File: src/rtl/pk_cmd_frontend_if.sv
// Host byte link plus core operand/handshake bundle for the password-keeper front-end.
// The front-end is the slave; the host/core side (or bench) is the master.
interface pk_cmd_frontend_if;
   logic         in_valid;
   logic         in_ready;
   logic [7:0]   in_data;
   logic         out_valid;
   logic         out_ready;
   logic [7:0]   out_data;
   logic         go;
   logic [127:0] master_key;
   logic [127:0] account;
   logic [127:0] password;
   logic [127:0] password_enc;
   logic         done;
   logic         boot_done;
   logic         err;

   modport slave (
      input  in_valid, in_data, out_ready, password_enc, done, boot_done,
      output in_ready, out_valid, out_data, go, master_key, account, password, err
   );

   modport master (
      output in_valid, in_data, out_ready, password_enc, done, boot_done,
      input  in_ready, out_valid, out_data, go, master_key, account, password, err
   );
endinterface

File: src/rtl/pk_cmd_frontend.sv
// Command front-end: packs a 49-byte encrypt frame into core operands, fires the core,
// then streams the 128-bit result back out as 16 bytes, MSB first.
module pk_cmd_frontend #(
   parameter logic [7:0] CMD_ENC = 8'hA5,
   parameter int         TIMEOUT = 1024
) (
   input  logic               clk,
   input  logic               rst,
   pk_cmd_frontend_if.slave   bus
);

   localparam int TW = $clog2(TIMEOUT + 1);
   localparam logic [TW-1:0] TMO_LAST = TW'(TIMEOUT - 1);

   typedef enum logic [2:0] {
      ST_BOOT = 3'd0,
      ST_IDLE = 3'd1,
      ST_LOAD = 3'd2,
      ST_FIRE = 3'd3,
      ST_WAIT = 3'd4,
      ST_SEND = 3'd5
   } state_e;

   state_e         state_q, state_d;
   logic [5:0]     byte_cnt_q, byte_cnt_d;
   logic [3:0]     send_cnt_q, send_cnt_d;
   logic [TW-1:0]  tmo_q, tmo_d;
   logic [383:0]   load_q, load_d;
   logic [127:0]   shift_q, shift_d;
   logic           err_q, err_d;

   logic           in_ready_s;
   logic           in_acc_s;
   logic           out_acc_s;

   // Every output is a decode of, or a slice of, a flop so no input reaches an output.
   assign in_ready_s     = (state_q == ST_IDLE) || (state_q == ST_LOAD);
   assign in_acc_s       = bus.in_valid && in_ready_s;
   assign out_acc_s      = bus.out_ready && (state_q == ST_SEND);

   assign bus.in_ready   = in_ready_s;
   assign bus.out_valid  = (state_q == ST_SEND);
   assign bus.out_data   = shift_q[127:120];
   assign bus.go         = (state_q == ST_FIRE);
   assign bus.err        = err_q;
   assign bus.master_key = load_q[383:256];
   assign bus.account    = load_q[255:128];
   assign bus.password   = load_q[127:0];

   // Next-state, counter and datapath update.
   always_comb begin
      state_d    = state_q;
      byte_cnt_d = byte_cnt_q;
      send_cnt_d = send_cnt_q;
      tmo_d      = tmo_q;
      load_d     = load_q;
      shift_d    = shift_q;
      err_d      = 1'b0;
      case (state_q)
         ST_BOOT: begin
            if (bus.boot_done) begin
               state_d = ST_IDLE;
            end else begin
               state_d = ST_BOOT;
            end
         end
         ST_IDLE: begin
            if (in_acc_s) begin
               if (bus.in_data == CMD_ENC) begin
                  state_d    = ST_LOAD;
                  byte_cnt_d = 6'd0;
               end else begin
                  err_d = 1'b1;
               end
            end else begin
               state_d = ST_IDLE;
            end
         end
         ST_LOAD: begin
            if (in_acc_s) begin
               load_d = {load_q[375:0], bus.in_data};
               if (byte_cnt_q == 6'd47) begin
                  state_d = ST_FIRE;
               end else begin
                  byte_cnt_d = byte_cnt_q + 6'd1;
               end
            end else begin
               state_d = ST_LOAD;
            end
         end
         ST_FIRE: begin
            tmo_d   = '0;
            state_d = ST_WAIT;
         end
         // done takes priority over the timeout limit in the same cycle.
         ST_WAIT: begin
            if (bus.done) begin
               shift_d    = bus.password_enc;
               send_cnt_d = 4'd0;
               state_d    = ST_SEND;
            end else if (tmo_q == TMO_LAST) begin
               err_d   = 1'b1;
               state_d = ST_IDLE;
            end else begin
               tmo_d = tmo_q + {{(TW-1){1'b0}}, 1'b1};
            end
         end
         ST_SEND: begin
            if (out_acc_s) begin
               shift_d = {shift_q[119:0], 8'h00};
               if (send_cnt_q == 4'd15) begin
                  state_d = ST_IDLE;
               end else begin
                  send_cnt_d = send_cnt_q + 4'd1;
               end
            end else begin
               state_d = ST_SEND;
            end
         end
         default: begin
            state_d = ST_BOOT;
         end
      endcase
   end

   // State and datapath registers.
   always_ff @(posedge clk or negedge rst) begin
      if (!rst) begin
         state_q    <= ST_BOOT;
         byte_cnt_q <= 6'd0;
         send_cnt_q <= 4'd0;
         tmo_q      <= '0;
         load_q     <= 384'd0;
         shift_q    <= 128'd0;
         err_q      <= 1'b0;
      end else begin
         state_q    <= state_d;
         byte_cnt_q <= byte_cnt_d;
         send_cnt_q <= send_cnt_d;
         tmo_q      <= tmo_d;
         load_q     <= load_d;
         shift_q    <= shift_d;
         err_q      <= err_d;
      end
   end

endmodule
File: src/flat_wrapper.sv
// flat-port wrapper written by rule: the top's interface ports become plain ports
module pk_cmd_frontend_flat 
#(
   parameter logic [7:0] CMD_ENC = 8'hA5,
   parameter int         TIMEOUT = 1024
)
  (clk, rst, bus_in_valid, bus_in_data, bus_out_ready, bus_password_enc, bus_done, bus_boot_done, bus_in_ready, bus_out_valid, bus_out_data, bus_go, bus_master_key, bus_account, bus_password, bus_err);
  pk_cmd_frontend_if bus_i ();
  input  logic clk;
  input  logic rst;
  input wire logic [$bits(bus_i.in_valid)-1:0] bus_in_valid;
  input wire logic [$bits(bus_i.in_data)-1:0] bus_in_data;
  input wire logic [$bits(bus_i.out_ready)-1:0] bus_out_ready;
  input wire logic [$bits(bus_i.password_enc)-1:0] bus_password_enc;
  input wire logic [$bits(bus_i.done)-1:0] bus_done;
  input wire logic [$bits(bus_i.boot_done)-1:0] bus_boot_done;
  output wire logic [$bits(bus_i.in_ready)-1:0] bus_in_ready;
  output wire logic [$bits(bus_i.out_valid)-1:0] bus_out_valid;
  output wire logic [$bits(bus_i.out_data)-1:0] bus_out_data;
  output wire logic [$bits(bus_i.go)-1:0] bus_go;
  output wire logic [$bits(bus_i.master_key)-1:0] bus_master_key;
  output wire logic [$bits(bus_i.account)-1:0] bus_account;
  output wire logic [$bits(bus_i.password)-1:0] bus_password;
  output wire logic [$bits(bus_i.err)-1:0] bus_err;
  assign bus_i.in_valid = bus_in_valid;
  assign bus_i.in_data = bus_in_data;
  assign bus_i.out_ready = bus_out_ready;
  assign bus_i.password_enc = bus_password_enc;
  assign bus_i.done = bus_done;
  assign bus_i.boot_done = bus_boot_done;
  assign bus_in_ready = bus_i.in_ready;
  assign bus_out_valid = bus_i.out_valid;
  assign bus_out_data = bus_i.out_data;
  assign bus_go = bus_i.go;
  assign bus_master_key = bus_i.master_key;
  assign bus_account = bus_i.account;
  assign bus_password = bus_i.password;
  assign bus_err = bus_i.err;
  pk_cmd_frontend #(.CMD_ENC(CMD_ENC), .TIMEOUT(TIMEOUT)) u_core (.clk(clk), .rst(rst), .bus(bus_i));
endmodule
File: config.mk
export PLATFORM = sky130hd
export DESIGN_NAME = pk_cmd_frontend_flat
export DESIGN_NICKNAME = d
export VERILOG_FILES = /design/src/rtl/pk_cmd_frontend_if.sv /design/src/rtl/pk_cmd_frontend.sv /design/src/flat_wrapper.sv
export SDC_FILE = /design/constraint.sdc
export NUM_CORES = 1
export LEC_CHECK = 0
export BUFFER_PORTS_ARGS = -buffer_cell sky130_fd_sc_hd__buf_2
export CAP_MARGIN = 15
export CORE_MARGIN = 4
export CORE_UTILIZATION = 30
export CTS_CLUSTER_SIZE = 12
export DETAILED_ROUTE_END_ITERATION = 8
export PLACE_DENSITY = 0.48
export SETUP_SLACK_MARGIN = 0.1
export SYNTH_ARGS = -nofsm -noshare
export SYNTH_HDL_FRONTEND = slang
export SYNTH_SLANG_ARGS = --single-unit
export TNS_END_PERCENT = 30
File: constraint.sdc
create_clock -name clk -period 5.4 [get_ports clk]
set_input_delay 0.27 -clock clk [delete_from_list [all_inputs] [get_ports clk]]
set_output_delay 0.27 -clock clk [all_outputs]
set_load 0.02 [all_outputs]
### After elaboration in Yosys (flattened, before gate mapping)

Cells that the tools add are included.

* logic and storage cells: 75
* register bits: 537
* bits of input ports: 142
* output and inout bits: 396

* eq/ne operators: 22
* add/subtract/negate cells: 3
* multiplexer cells: 30
* reduce and logical (&&, ||, !) cells: 13

Operators by type and width (count)
* $mux 128: 2
* $pmux 128 s2: 1
* $mux 3: 8
* $mux 6: 4
* $mux 11: 2
* $pmux 11 s2: 1
* $pmux 3 s6: 1
* $mux 4: 3
* $ne 2x2->1 const B: 6
* $pmux 6 s2: 1
* $add 11x1->11 const B: 1
* $eq 11x10->1 const B: 1
* $ne 3x3->1 const B: 3
* $eq 8x8->1 const B: 1
* $pmux 4 s2: 1
* $reduce_and 4->1: 2
* $add 6x1->6 const B: 1
* $eq 3x2->1 const B: 2
* $eq 3x3->1 const B: 2
* $eq 6x6->1 const B: 1
* $ne 2x1->1 const B: 3
* $reduce_and 3->1: 2
* $reduce_bool 2->1: 3
* $mux 1: 5
* 10 further kinds: 11

### Depth between registers and ports, before layout

Gate-level depths: netlist of the first run.

* depth in word-level cells: 5
* gate-level depth with buffers: 8
* depth with buffers taken out: 5

### Worst setup path before layout of the first run

No wires, ideal clock.

* path type: register to register
* start: reg u_core.state_q[1]
* end: reg u_core.tmo_q[10]
* stages on the path, launching flop included: 7
* required time: 5.280 ns
* arrival: 1.856 ns
* period minus slack after synthesis: 1.976 ns
* library setup time: 0.120 ns
* path slack: 3.424 ns
* cell sequence: dfrtp_1 > buf_6 > or3b_1 > buf_2 > or2_4 > or4_1 > and3_1

* longest elaborated chain between the ends: 3

Ends and longest elaborated chain
* start: declaration: RTL line pk_cmd_frontend.sv:24 `state_e state_q, state_d;`
* start signal: assignment: RTL line pk_cmd_frontend.sv:137 `state_q <= state_d;`
* $eq 3x3->1 or $eq 3x2->1 (tied branches): RTL line pk_cmd_frontend.sv:59 `case (state_q)`
* $ne 2x2->1 (no source line) or $reduce_bool 2->1 (tied branches)
* $reduce_and 3->1 (no source line)
* end signal: assignment: RTL line pk_cmd_frontend.sv:140 `tmo_q <= tmo_d;`
* end: declaration: RTL line pk_cmd_frontend.sv:27 `logic [TW-1:0] tmo_q, tmo_d;`

Parallel ways exist; a longest one is shown, timed or not.
A chain may end at the register's enable or synchronous reset.

### Final worst setup path of the first run

* start: reg u_core.state_q[0]
* end: reg u_core.load_q[152]

* longest elaborated chain between the ends: 4

Ends and longest elaborated chain
* $eq 3x1->1 or $eq 3x2->1 (tied branches): RTL line pk_cmd_frontend.sv:37, pk_cmd_frontend.sv:59
* $logic_or 1x1->1: RTL line pk_cmd_frontend.sv:37 `assign in_ready_s = (state_q == ST_IDLE) || (state_q == ST_LOAD);`
* $logic_and 1x1->1: RTL line pk_cmd_frontend.sv:38 `assign in_acc_s = bus.in_valid && in_ready_s;`
* $reduce_and 2->1 (no source line) *
* end signal: assignment: RTL line pk_cmd_frontend.sv:141 `load_q <= load_d;`
* end: declaration: RTL line pk_cmd_frontend.sv:28 `logic [383:0] load_q, load_d;`

Every way passes the cells marked *; elsewhere a longest branch is shown, timed or not.

==> results of run 1 <==
[area by class of cell]
| class | count | area, µm² |
|---|---|---|
| inverters | 6 | 22.5 |
| fillers | 6805 | 42000 |
| well taps | 940 | 1180 |
| diodes | 2 | 5.00 |
| clock buffers | 82 | 1730 |
| repair buffers | 688 | 4270 |
| clock inverters | 28 | 255 |
| multi-input cells | 872 | 7460 |
| flip-flops and latches | 537 | 13400 |
[flip-flops by register name (all words and copies together), names as in the netlist]
name and cells:
u_core.state_q 3, u_core.byte_cnt_q 6, u_core.bus.err 1, u_core.send_cnt_q 4
u_core.load_q 384, u_core.tmo_q 11, u_core.shift_q 128
[final timing paths]
kind                                       to  slack [ns]
max in group asynchronous  u_core.load_q[244]        3.68
min                        u_core.shift_q[19]        0.11
min reg2reg                u_core.shift_q[64]        0.47
min in group asynchronous  u_core.shift_q[59]        0.26
max reg2reg                u_core.load_q[152]        2.64
max                        u_core.load_q[152]        2.64
[metal layers]
metal	track usage, %	wire length (µm)	up-vias
met5	0	0	-
met4	4.92	1760	0
met3	5.28	4840	99
met2	26.4	29600	370
met1	19.0	24800	7135
li1	-	-	6660
[synth_stat cells, types with 2 or more instances]
master / number
nor2b_1: 5
or4b_2: 3
nand4_1: 6
and2_1: 4
buf_2: 49
dfrtp_1: 537
buf_4: 9
a21oi_1: 6
nor4bb_1: 3
nor3_1: 5
nand3_1: 7
mux2i_1: 124
nand2b_1: 3
buf_1: 4
a22o_1: 8
clkbuf_1: 35
inv_1: 6
o211ai_1: 6
and3_1: 5
nand2_1: 136
nand4b_1: 2
or4_1: 3
ha_1: 3
o21ai_0: 127
nor2_1: 5
mux2_2: 387
and4_1: 2
or3_1: 2
a211o_1: 4
nand3b_1: 2
[cell usage in the layout, fill, tap and decap left out, types with 4 or more instances in the layout]
cell type / netlist / final
a21oi_1: 6 / 6
buf_2: 49 / 536
clkbuf_8: 0 / 12
clkbuf_1: 35 / 9
clkinv_2: 0 / 18
buf_12: 0 / 8
inv_1: 6 / 6
mux2_2: 387 / 387
a22o_1: 8 / 8
nand3_1: 7 / 7
a211o_1: 4 / 4
o211ai_1: 6 / 6
dlygate4sd3_1: 0 / 137
nor2b_1: 5 / 5
nor2_1: 5 / 5
and3_1: 5 / 5
mux2i_1: 124 / 124
and2_1: 4 / 4
o21ai_0: 127 / 127
buf_4: 9 / 5
nand2_1: 136 / 135
dfrtp_1: 537 / 537
clkinvlp_4: 0 / 4
nor3_1: 5 / 5
clkbuf_16: 0 / 61
nand4_1: 6 / 6
[power groups by stage]
stage / Clock [µW] / Sequential, µW / Combinational [µW]
final: 4050 / 4990 / 1980
after global placement: 0 / 5040 / 1900
after floorplan: 0 / 5060 / 1310
after detailed placement: 0 / 5070 / 1930
after global routing: 4380 / 5070 / 2210
after CTS: 4220 / 4990 / 2020
[worst reg2reg max path, delay by kind of cell, from the launching register on]
| kind | cells | cell delay [ns] |
|---|---|---|
| flip-flops | 1 | 0.51 |
| buffers and inverters | 1 | 0.66 |
| AND/OR/NAND/NOR | 1 | 0.82 |
| multiplexers | 1 | 0.66 |
[metrics by stage]
step,area (µm²),utilization [%]
final,28400,40.3
after global placement,25000,35.5
after floorplan,21400,-
after detailed placement,25000,35.5
after CTS,28300,40.3
after global routing,28400,40.3
[timing repair]
action / CTS / global route
setup endpoints to repair: 0 / 0
hold buffers: 137 / 0
gates resized for setup: 0 / 0
endpoints found under the hold margin: 220 / 0
[logic make-up (layout without fill, tap and decap cells)]
kind of cell               after synthesis  count (layout)
AOI/OAI and AO/OA                      158             158
muxes                                  511             511
adders and majority gates                3               3
buffers and inverters                  104             804
xor gates and xnor gates                 1               1
other                                    0               2
DFF                                    537             537
and+or+nand+nor                        199             199
==> metrics.md, run 1 <==
| Metric | Value |
|---|---|
| Outcome | `complete, no violations` |
| Clock latency on the worst-skew pair | `0.63 ns` |
| Worst Hold Class | `input port to flop` |
| Adder-cell area share of the yosys netlist | `0.176%` |
| Placed cell count | `2905` |
| Fin cells | `3155` |
| Crit-path max cell delay | `0.82 ns` |
| Final Routed Wirelength | `61000 µm` |
| Cell Area, Synth | `21400 µm²` |
| GR Overflow Total | `0` |
| Pin count of the biggest net entering global routing | `251` |
| CTS Buffer Depth | `3` |
| Top Ports | `538` |
| Tmin final | `2.76 ns` |
| Die ar. | `75600 µm²` |
| Fmax | `0.362 GHz` |
| Hold path startpoint | `bus_password_enc[19]` |
| H-tree level count | `2` |
| Post-Route Skew | `0.0230 ns` |
| Mux cell area share after synthesis | `26.2%` |
| Flops & latches, synth | `537` |
| Crit Path Max Fanout | `165` |
| Antenna viol nets, final | `0` |
| IO Port Bufs | `537` |
| Placer Congestion | `0.805` |
| PwrDens | `389 nW/µm²` |
| Yosys Warn Count | `0` |
| Main combinational cell family by area after synthesis | `multiplexers` |
| R2r worst-path depth | `3` |
| Synth Instances | `1513` |
| Syn Nets | `1658` |
| Fin crit share | `51.1%` |
| Family with the most delay on the worst path | `simple AND/OR/NAND/NOR gates` |
| Req. time, crit path | `5.91 ns` |
| WHS | `0.108 ns` |
| Initial Util | `30.4%` |
| VDD IR max | `252 µV` |
| Pre-antenna DRT Iters | `4` |
| Async S/R FF share, synth | `100%` |
| Fin. Hold Viols | `0` |
| Worst r2r src | `u_core.state_q[0]` |
| Avg WL per Cell | `19.3 µm` |
| P_int | `7810 µW` |
| Final #Nets | `2311` |
| Vias per cell | `4.52` |
| TritonCTS Buffers | `61` |
| Slew Viols, Final | `0` |
| Final HPWL DP | `42400 µm` |
| # DRC | `0` |
| Critical Path Source | `u_core.state_q[0]` |
| CTS tree | `done` |
| Worst setup EP type | `flop` |
| Worst Tran Pin Value | `0.976 ns` |
| Root Driver | `clkbuf_16` |
| Levels on crit path | `3` |
| Total GRT Usage | `15.7%` |
| Core area | `70400 µm²` |
| CP Cell Sequence | `and4bb_4 > buf_12 > mux2_2` |
| Setup violations, final | `0` |
| Postcts setup bufs | `0` |
| Vias in the first global route | `15400` |
| Post-synth EDFFs | `0` |
| Synth unique cells | `45` |
| Via count | `14300` |
| Simple-gate area share of the yosys netlist | `4.35%` |
| Max_cap viols | `0` |
| Comb power frac | `18.0%` |
| Antenna violations before repair | `3` |
| Clk sink count | `537` |
| Leakage | `0.0157 µW` |
| RSZ-0062 raised after global routing | `no` |
| Slowest-stage cell, CP | `and4bb_4` |
| Buffers and inverters on the worst path | `1` |
| Worst EP arrival | `3.27 ns` |
| Setup crit start kind | `flop` |
| Sequential power share | `45.2%` |
| Setup WS post-layout | `2.64 ns` |
| Die Ht | `275 µm` |
| Fin Setup TNS | `0 ns` |
| Global-route wire length before repair | `93200 µm` |
| Number of DRC markers in iteration 0 | `714` |
| Row count | `97` |
| Psw | `3220 µW` |
| Layout area overhead | `32.6%` |
| Proportion of layout cells with a drive suffix above 1 | `47.3%` |
| Post-synth top area share | `62.9%` |
| CP Class | `flop to flop` |
| Compound-cell area share of the yosys netlist | `4.08%` |
| Synth area leaders | `dfrtp_1 (63%), mux2_2 (20%), mux2i_1 (5.8%), o21ai_0 (3.0%), nand2_1 (2.4%)` |
| Top FF cell, synth | `dfrtp_1` |
| Switch share | `29.2%` |
| Chip width | `275 µm` |
| Mean Syn Cell Area | `14.1 µm²` |
| Seq/Total Area, Yosys | `62.9%` |
| Clk pwr share | `36.8%` |
| DP Worst Slack | `2.70 ns` |
| Post-synth top area cell | `dfrtp_1` |
| Total power | `11000 µW` |
| Relative slew slack | `35.0%` |
| Synth Area in XOR/XNOR | `0.0410%` |
| Clk pin slew, worst setup/hold paths | `0.06 ns` |
| Hold Path Stages | `3` |
Note: power is estimated with default switching activity, not from simulation.
==> run 2: changes to the inputs <==
--- a/config.mk
+++ b/config.mk
@@ -5,6 +5,7 @@
 export SDC_FILE = /design/constraint.sdc
 export NUM_CORES = 1
 export LEC_CHECK = 0
+export ABC_AREA = 1
 export BUFFER_PORTS_ARGS = -buffer_cell sky130_fd_sc_hd__buf_2
 export CAP_MARGIN = 15
 export CORE_MARGIN = 4
==> constraint.sdc (replaced) <==
create_clock -name clk -period 2.6 [get_ports clk]
set_input_delay 0.13 -clock clk [delete_from_list [all_inputs] [get_ports clk]]
set_output_delay 0.13 -clock clk [all_outputs]
set_load 0.02 [all_outputs]
==> metrics.md, run 2 <==
| Metric | Value |
|---|---|
| Outcome | `complete, no violations` |
| Max reg flops | `384 (unchanged)` |
| # DRC | `0 (unchanged)` |
| Mean Syn Cell Area | `8.55 µm² (-40%)` |
| Most common cell after layout, fill and taps aside | `nand2_1` |
| Post-synth top area cell | `dfrtp_1` |
| Sequential Area | `13400 µm² (unchanged)` |
| Fillers | `7297 (+7.2%)` |
| Tmin final | `2.42 ns` |
| Worst setup EP type | `primary output` |
| Global-route wire length before repair | `110000 µm (+18%)` |
| Yosys Warn Count | `0 (unchanged)` |
| Placed cell count | `3916 (+35%)` |
| Vias in the first global route | `19100 (+24%)` |
| Top flop regs | `u_core.load_q x384, u_core.shift_q x128, u_core.tmo_q x11` |
| Vias per cell | `4.51 (-0.18%)` |
| Reg with most FFs | `u_core.load_q` |
| Pre-antenna DRT Iters | `5 (+1)` |
| Row count | `98 (+1.0%)` |
| Routed length on met2 | `34700 µm (+17%)` |
| Fin cells | `4168 (+32%)` |
| Slew Viols, Final | `0 (unchanged)` |
| Worst Tran Pin Value | `0.671 ns (-0.305 ns)` |
| PwrDens | `844 nW/µm² (+120%)` |
| Avg WL per Cell | `16.7 µm (-14%)` |
| Multi-input gate area | `7280 µm² (-2.4%)` |
| Number of DRC markers in iteration 0 | `1308 (+83%)` |
| Fin Setup TNS | `0 ns (unchanged)` |
| DR top layer | `met4` |
| VDD IR max | `497 µV (+97%)` |
| Slowest-stage cell, CP | `dfrtp_1` |
| Clk sink count | `537 (unchanged)` |
| Synth unique cells | `27 (-40%)` |
| RSZ-0062 raised after global routing | `yes` |
| Worst reg2reg setup slack | `0.32 ns (-2.32 ns)` |
| Die Ht | `277 µm (+0.61%)` |
| Met1 wire length | `28900 µm (+16%)` |
| Setup crit start kind | `flop` |
| Post-synth EDFFs | `0 (unchanged)` |
| Clk pin slew, worst setup/hold paths | `0.06 ns (about the same)` |
| Fin. Hold Viols | `0 (unchanged)` |
| Post-Route Skew | `0.0225 ns (-0.000502 ns)` |
| Via count | `18800 (+32%)` |
| Setup violations, final | `0 (unchanged)` |
| Cell Area, Synth | `21700 µm² (+1.3%)` |
| Async S/R FF share, synth | `100% (unchanged)` |
| R2r worst-path depth | `8 (+5)` |
| Leakage | `0.0162 µW (+3.2%)` |
| Core area | `71500 µm² (+1.6%)` |
| Seq/Total Area, Yosys | `62.1% (-0.78 points)` |
| DP Worst Slack | `0.533 ns (-2.16 ns)` |
| Crit-path max cell delay | `0.45 ns (-0.37 ns)` |
| Req. time, crit path | `2.47 ns (-3.44 ns)` |
| Worst Hold Class | `input port to async pin` |
| IO Port Bufs | `537 (unchanged)` |
| Worst r2r src | `u_core.state_q[0]` |
| Chip width | `277 µm (+0.61%)` |
| Final #Nets | `3317 (+44%)` |
| CTS Buffer Depth | `3 (unchanged)` |
| Top FF cell, synth | `dfrtp_1` |
| Max_cap viols | `0 (unchanged)` |
| Relative slew slack | `55.3% (+20 points)` |
| Post-CTS Resized | `0 (unchanged)` |
| Worst Setup EP | `bus_out_valid` |
| Root Driver | `clkbuf_16` |
| Antenna viol nets, final | `0 (unchanged)` |
| Reg-to-Reg End | `u_core.state_q[0]` |
| Syn Nets | `2678 (+62%)` |
| GR Overflow Total | `0 (unchanged)` |
| Fin crit share | `92.9%` |
| Flops & latches, synth | `537 (unchanged)` |
| H-tree level count | `2 (unchanged)` |
| Met3 WL | `3470 µm (-28%)` |
| Fmax | `0.414 GHz` |
| Crit Path Max Fanout | `146 (-12%)` |
| Cell with the most instances after synthesis | `nand2_1` |
| Worst EP arrival | `2.29 ns (-0.98 ns)` |
| Synth Instances | `2533 (+67%)` |
| Leading cell types in the layout, fill and taps excluded | `nand2_1 (1440), dfrtp_1 (537), buf_2 (536)` |
| Initial Util | `30.3% (-0.087 points)` |
| Final HPWL DP | `48000 µm (+13%)` |
| Die ar. | `76500 µm² (+1.2%)` |
| Pin count of the biggest net entering global routing | `147 (-41%)` |
| Final Routed Wirelength | `69400 µm (+14%)` |
| Total GRT Usage | `17.6% (+1.9 points)` |
| Top Ports | `538 (unchanged)` |
| CP Cell Sequence | `inv_2 > nand2_2 > nor2_4 > buf_12 > buf_2` |
| Proportion of layout cells with a drive suffix above 1 | `21.3% (-26 points)` |
| TritonCTS Buffers | `60 (-1.6%)` |
| Commonest cells in the synthesized netlist | `nand2_1 (1440), dfrtp_1 (537), nor2_1 (135)` |
| Placer Congestion | `0.828 (+2.9%)` |
| Clock latency on the worst-skew pair | `0.62 ns (about the same)` |
| CP Class | `flop to primary output` |
| Layout area overhead | `32.7% (about the same)` |
| Setup WS post-layout | `0.184 ns (-2.46 ns)` |
| CTS tree | `done` |
| Post-synth top area share | `62.1% (-0.78 points)` |
| Critical Path Source | `u_core.state_q[1]` |
| Antenna violations before repair | `2 (-1)` |
| Synth area leaders | `dfrtp_1 (62%), nand2_1 (25%), a31oi_1 (2.9%), nor2_1 (2.3%), buf_2 (1.8%)` |
## run 2: routing by layer
metal	vias to the layer above	track usage (%)
li1	9141	-
met1	8967	22.1
met2	568	30.5
met3	134	3.25
met4	0	6.10
met5	-	0
## run 2: worst min path at each step
stage / end / from / slack (ns) / cells past startpoint
detailed placement: u_core.load_q[219] / rst / 0.11 / 1
global placement: u_core.load_q[219] / rst / 0.10 / 1
CTS: u_core.load_q[234] / rst / 0.02 / 2
finish: u_core.load_q[219] / rst / 0.04 / 2
global route: u_core.load_q[219] / rst / 0.05 / 2
floorplan: u_core.bus.err / rst / -0.17 / 0
## run 2: final cells by class
class	count	area share (%)
antenna	2	0.0174
clock buffer	87	6.04
clock inverter	19	0.632
inverter	50	0.680
multi-input combinational	1799	25.4
sequential	537	46.8
tap	950	4.14
timing repair buffer	724	16.4
## run 2: repair_timing
item	4_1_cts	5_1_grt
endpoints found under the hold margin	465	0
hold buffers	143	0
buffers inserted	0	1
endpoints found under the setup margin	0	2
## run 2: stage by stage
| step | total power [µW] | util (%) | cell area [µm²] | hold slack (ns) |
|---|---|---|---|---|
| after detailed placement | 15900 | 35.5 | 25400 | 0.111 |
| after global placement | 15800 | 35.5 | 25400 | 0.105 |
| after global routing | 25700 | 40.2 | 28700 | 0.0547 |
| final | 24200 | 40.2 | 28700 | 0.0403 |
| after CTS | 24600 | 40.2 | 28700 | 0.0241 |
| after floorplan | 14100 | - | 21700 | -0.166 |
## run 2: report_power, final
part           internal (µW)  leakage (µW)  switching, µW
Clock                   4810      0.000951           3500
Combinational           1790       0.00812           3450
Sequential              9790       0.00712            904
Total                  16400        0.0162           7860
## run 2: logic make-up after synthesis
family,after synthesis,synth area share (%)
buffers and inverters,197,4.40
AOI/OAI and AO/OA,182,4.97
and+or+nand+nor,1612,28.3
xor gates and xnor gates,2,0.0809
adders and majority gates,3,0.173
DFF,537,62.1
## run 2: worst max-delay path: cells and delay by family (launching register included)
family	cells	cell delay [ns]
buffers and inverters	3	0.86
flip-flops	1	0.45
AND/OR/NAND/NOR	2	0.25
==> run 3: changes to the inputs <==
--- a/config.mk
+++ b/config.mk
@@ -5,7 +5,6 @@
 export SDC_FILE = /design/constraint.sdc
 export NUM_CORES = 1
 export LEC_CHECK = 0
-export ABC_AREA = 1
 export BUFFER_PORTS_ARGS = -buffer_cell sky130_fd_sc_hd__buf_2
 export CAP_MARGIN = 15
 export CORE_MARGIN = 4
==> metrics.md, run 3 (synthesis gave the netlist of run 1 again) <==
| Metric | Value |
|---|---|
| Die Ht | `275 µm (-0.61%)` |
| Leakage | `0.0159 µW (-1.8%)` |
| Family with the most delay on the worst path | `buffers and inverters` |
| Fin. Hold Viols | `0 (unchanged)` |
| Top flop regs | `u_core.load_q x384, u_core.shift_q x128, u_core.tmo_q x11` |
| Reg with most FFs | `u_core.load_q` |
| Top Ports | `538 (unchanged)` |
| H-tree level count | `2 (unchanged)` |
| CP Cell Sequence | `nand3b_1 > buf_12 > buf_4 > inv_1 > buf_2` |
| CTS tree | `done` |
| Initial Util | `30.4% (+0.087 points)` |
| Pre-antenna DRT Iters | `4 (-1)` |
| CP Class | `flop to primary output` |
| Die ar. | `75600 µm² (-1.2%)` |
| Total power | `23000 µW (-5.1%)` |
| Clk sink count | `537 (unchanged)` |
| Row count | `97 (-1.0%)` |
| Slew Viols, Final | `0 (unchanged)` |
| Pin count of the biggest net entering global routing | `92 (-37%)` |
| Antenna viol nets, final | `0 (unchanged)` |
| Setup violations, final | `0 (unchanged)` |
| Setup WS post-layout | `0.292 ns (+0.108 ns)` |
| Via count | `14400 (-24%)` |
| Postcts setup bufs | `0 (unchanged)` |
| Slowest-stage cell, CP | `dfrtp_1` |
| Fmax | `0.433 GHz (+4.7%)` |
| Max reg flops | `384 (unchanged)` |
| Hold path startpoint | `bus_in_valid` |
| R2r worst-path depth | `4 (-4)` |
| PwrDens | `800 nW/µm² (-5.2%)` |
| Layout area overhead | `34.5%` |
| Total GRT Usage | `15.7% (-1.9 points)` |
| Number of DRC markers in iteration 0 | `599 (-54%)` |
| Worst Tran Pin Value | `0.683 ns (+0.0125 ns)` |
| Critical Path Source | `u_core.state_q[1]` |
| Final Routed Wirelength | `61500 µm (-11%)` |
| Global-route wire length before repair | `92700 µm (-16%)` |
| Worst EP arrival | `2.18 ns (-0.11 ns)` |
| Tmin final | `2.31 ns (-0.108 ns)` |
| Worst reg2reg setup slack | `0.42 ns (+0.10 ns)` |
| Worst setup EP type | `primary output` |
| Placed cell areas | `25400 µm² (+0.21%)` |
| Vias per cell | `4.52 (+0.12%)` |
| Relative slew slack | `54.0% (-1.3 points)` |
| Placer Congestion | `0.804 (-2.9%)` |
| DP Worst Slack | `0.418 ns (-0.115 ns)` |
| Post-Route Skew | `0.0252 ns (+0.00265 ns)` |
| Setup crit start kind | `flop` |
| IO Port Bufs | `537 (unchanged)` |
| Fin crit share | `88.8% (-4.1 points)` |
| Max_cap viols | `0 (unchanged)` |
| Hold Crit Endpoint | `u_core.state_q[1]` |
| Worst Hold Class | `input port to flop` |
| RSZ-0062 raised after global routing | `no` |
| Reg-to-Reg End | `u_core.byte_cnt_q[3]` |
| Crit Path Max Fanout | `48 (-67%)` |
| Root Driver | `clkbuf_16` |
| Core area | `70400 µm² (-1.5%)` |
| TritonCTS Buffers | `59 (-1.7%)` |
| Avg WL per Cell | `19.3 µm (+16%)` |
| VDD IR max | `555 µV (+12%)` |
| Worst r2r src | `u_core.state_q[0]` |
| Req. time, crit path | `2.47 ns (about the same)` |
| Chip width | `275 µm (-0.61%)` |
| Final HPWL DP | `44400 µm (-7.6%)` |
| Crit-path max cell delay | `0.51 ns (+0.06 ns)` |
| Hold Path Stages | `3` |
| Vias in the first global route | `15200 (-20%)` |
| Clock latency on the worst-skew pair | `0.63 ns (about the same)` |
| # DRC | `0 (unchanged)` |
| Final #Nets | `2341 (-29%)` |
| GR Overflow Total | `0 (unchanged)` |
| Leading cell types in the layout, fill and taps excluded | `dfrtp_1 (537), buf_2 (536), mux2_2 (387)` |
| CTS Buffer Depth | `3 (unchanged)` |
| Clk pin slew, worst setup/hold paths | `0.06 ns (about the same)` |
| Proportion of layout cells with a drive suffix above 1 | `47.8% (+27 points)` |
| Outcome | `complete, no violations` |
| Final core occ | `40.9% (+0.68 points)` |
| Most common cell after layout, fill and taps aside | `dfrtp_1` |
| Finished Cell Area | `28800 µm² (+0.14%)` |
| Buffers and inverters on the worst path | `4 (+1)` |
| Antenna violations before repair | `2 (unchanged)` |
| Fin Setup TNS | `0 ns (unchanged)` |
[run 3: changes by cell type in the layout (fill, tap and decap cells not counted), moves of 8 or more]
cell      previous run  this run
nand2_1           1440       135
mux2_2               0       387
nor2_1             134         5
mux2i_1              0       124
a31oi_1            100         1
o21ai_0             53       127
inv_1               46         6
nand3_1             21         7
o211ai_1            15         6
a22o_1               0         8
[run 3: worst max-delay path by stage]
| stage | cells past startpoint | endpoint | slack, ns |
|---|---|---|---|
| 6_report | 5 | bus_out_valid | 0.29 |
| 5_1_grt | 5 | bus_out_valid | 0.15 |
| 4_1_cts | 5 | bus_out_valid | 0.24 |
| 3_5_place_dp | 4 | u_core.byte_cnt_q[3] | 0.42 |
| 3_3_place_gp | 4 | u_core.byte_cnt_q[3] | 0.48 |
| 2_1_floorplan | 6 | u_core.tmo_q[10] | 0.62 |
[run 3: cell type report]
type                       instances  area, µm²
clock buffer                      87       1760
antenna                            3       7.51
tap                              940       1180
sequential                       537      13400
clock inverter                    19        185
inverter                           6       22.5
timing repair buffer             720       4710
fill                            6767      41600
multi-input combinational        872       7460
[run 3: worst min-delay path: cells and delay by family]
family,cells,cell delay (ns)
AO/OA/AOI/OAI,1,0.22
buffers and inverters,1,0.12
AND/OR/NAND/NOR,1,0.17
[run 3: metal layers]
metal  vias up  share of wire (%)  GRT usage, %
li1       6740                  -             -
met2       409                 48          26.1
met5         -                  0             0
met3       112                8.1          5.25
met4         0                3.3          5.27
met1      7126                 41          19.2
[run 3: through the flow]
| step | instances | hold WS, ns |
|---|---|---|
| 6_report | 3184 | 0.0710 |
| 5_1_grt | 3181 | 0.0473 |
| 4_1_cts | 3181 | 0.0248 |
| 3_5_place_dp | 2936 | 0.192 |
| 3_3_place_gp | 2936 | 0.186 |
| 2_1_floorplan | 1513 | -0.166 |
[run 3: where the power goes]
part / switching [µW] / internal (µW) / leakage [µW]
Clock: 3490 / 4870 / 0.000971
Combinational: 2370 / 1930 / 0.00762
Sequential: 793 / 9560 / 0.00730
[run 3: repair_timing]
item,CTS,global route
hold endpoints to repair,296,0
hold buffers,139,0
gates resized for setup,0,0
endpoints found under the setup margin,0,0
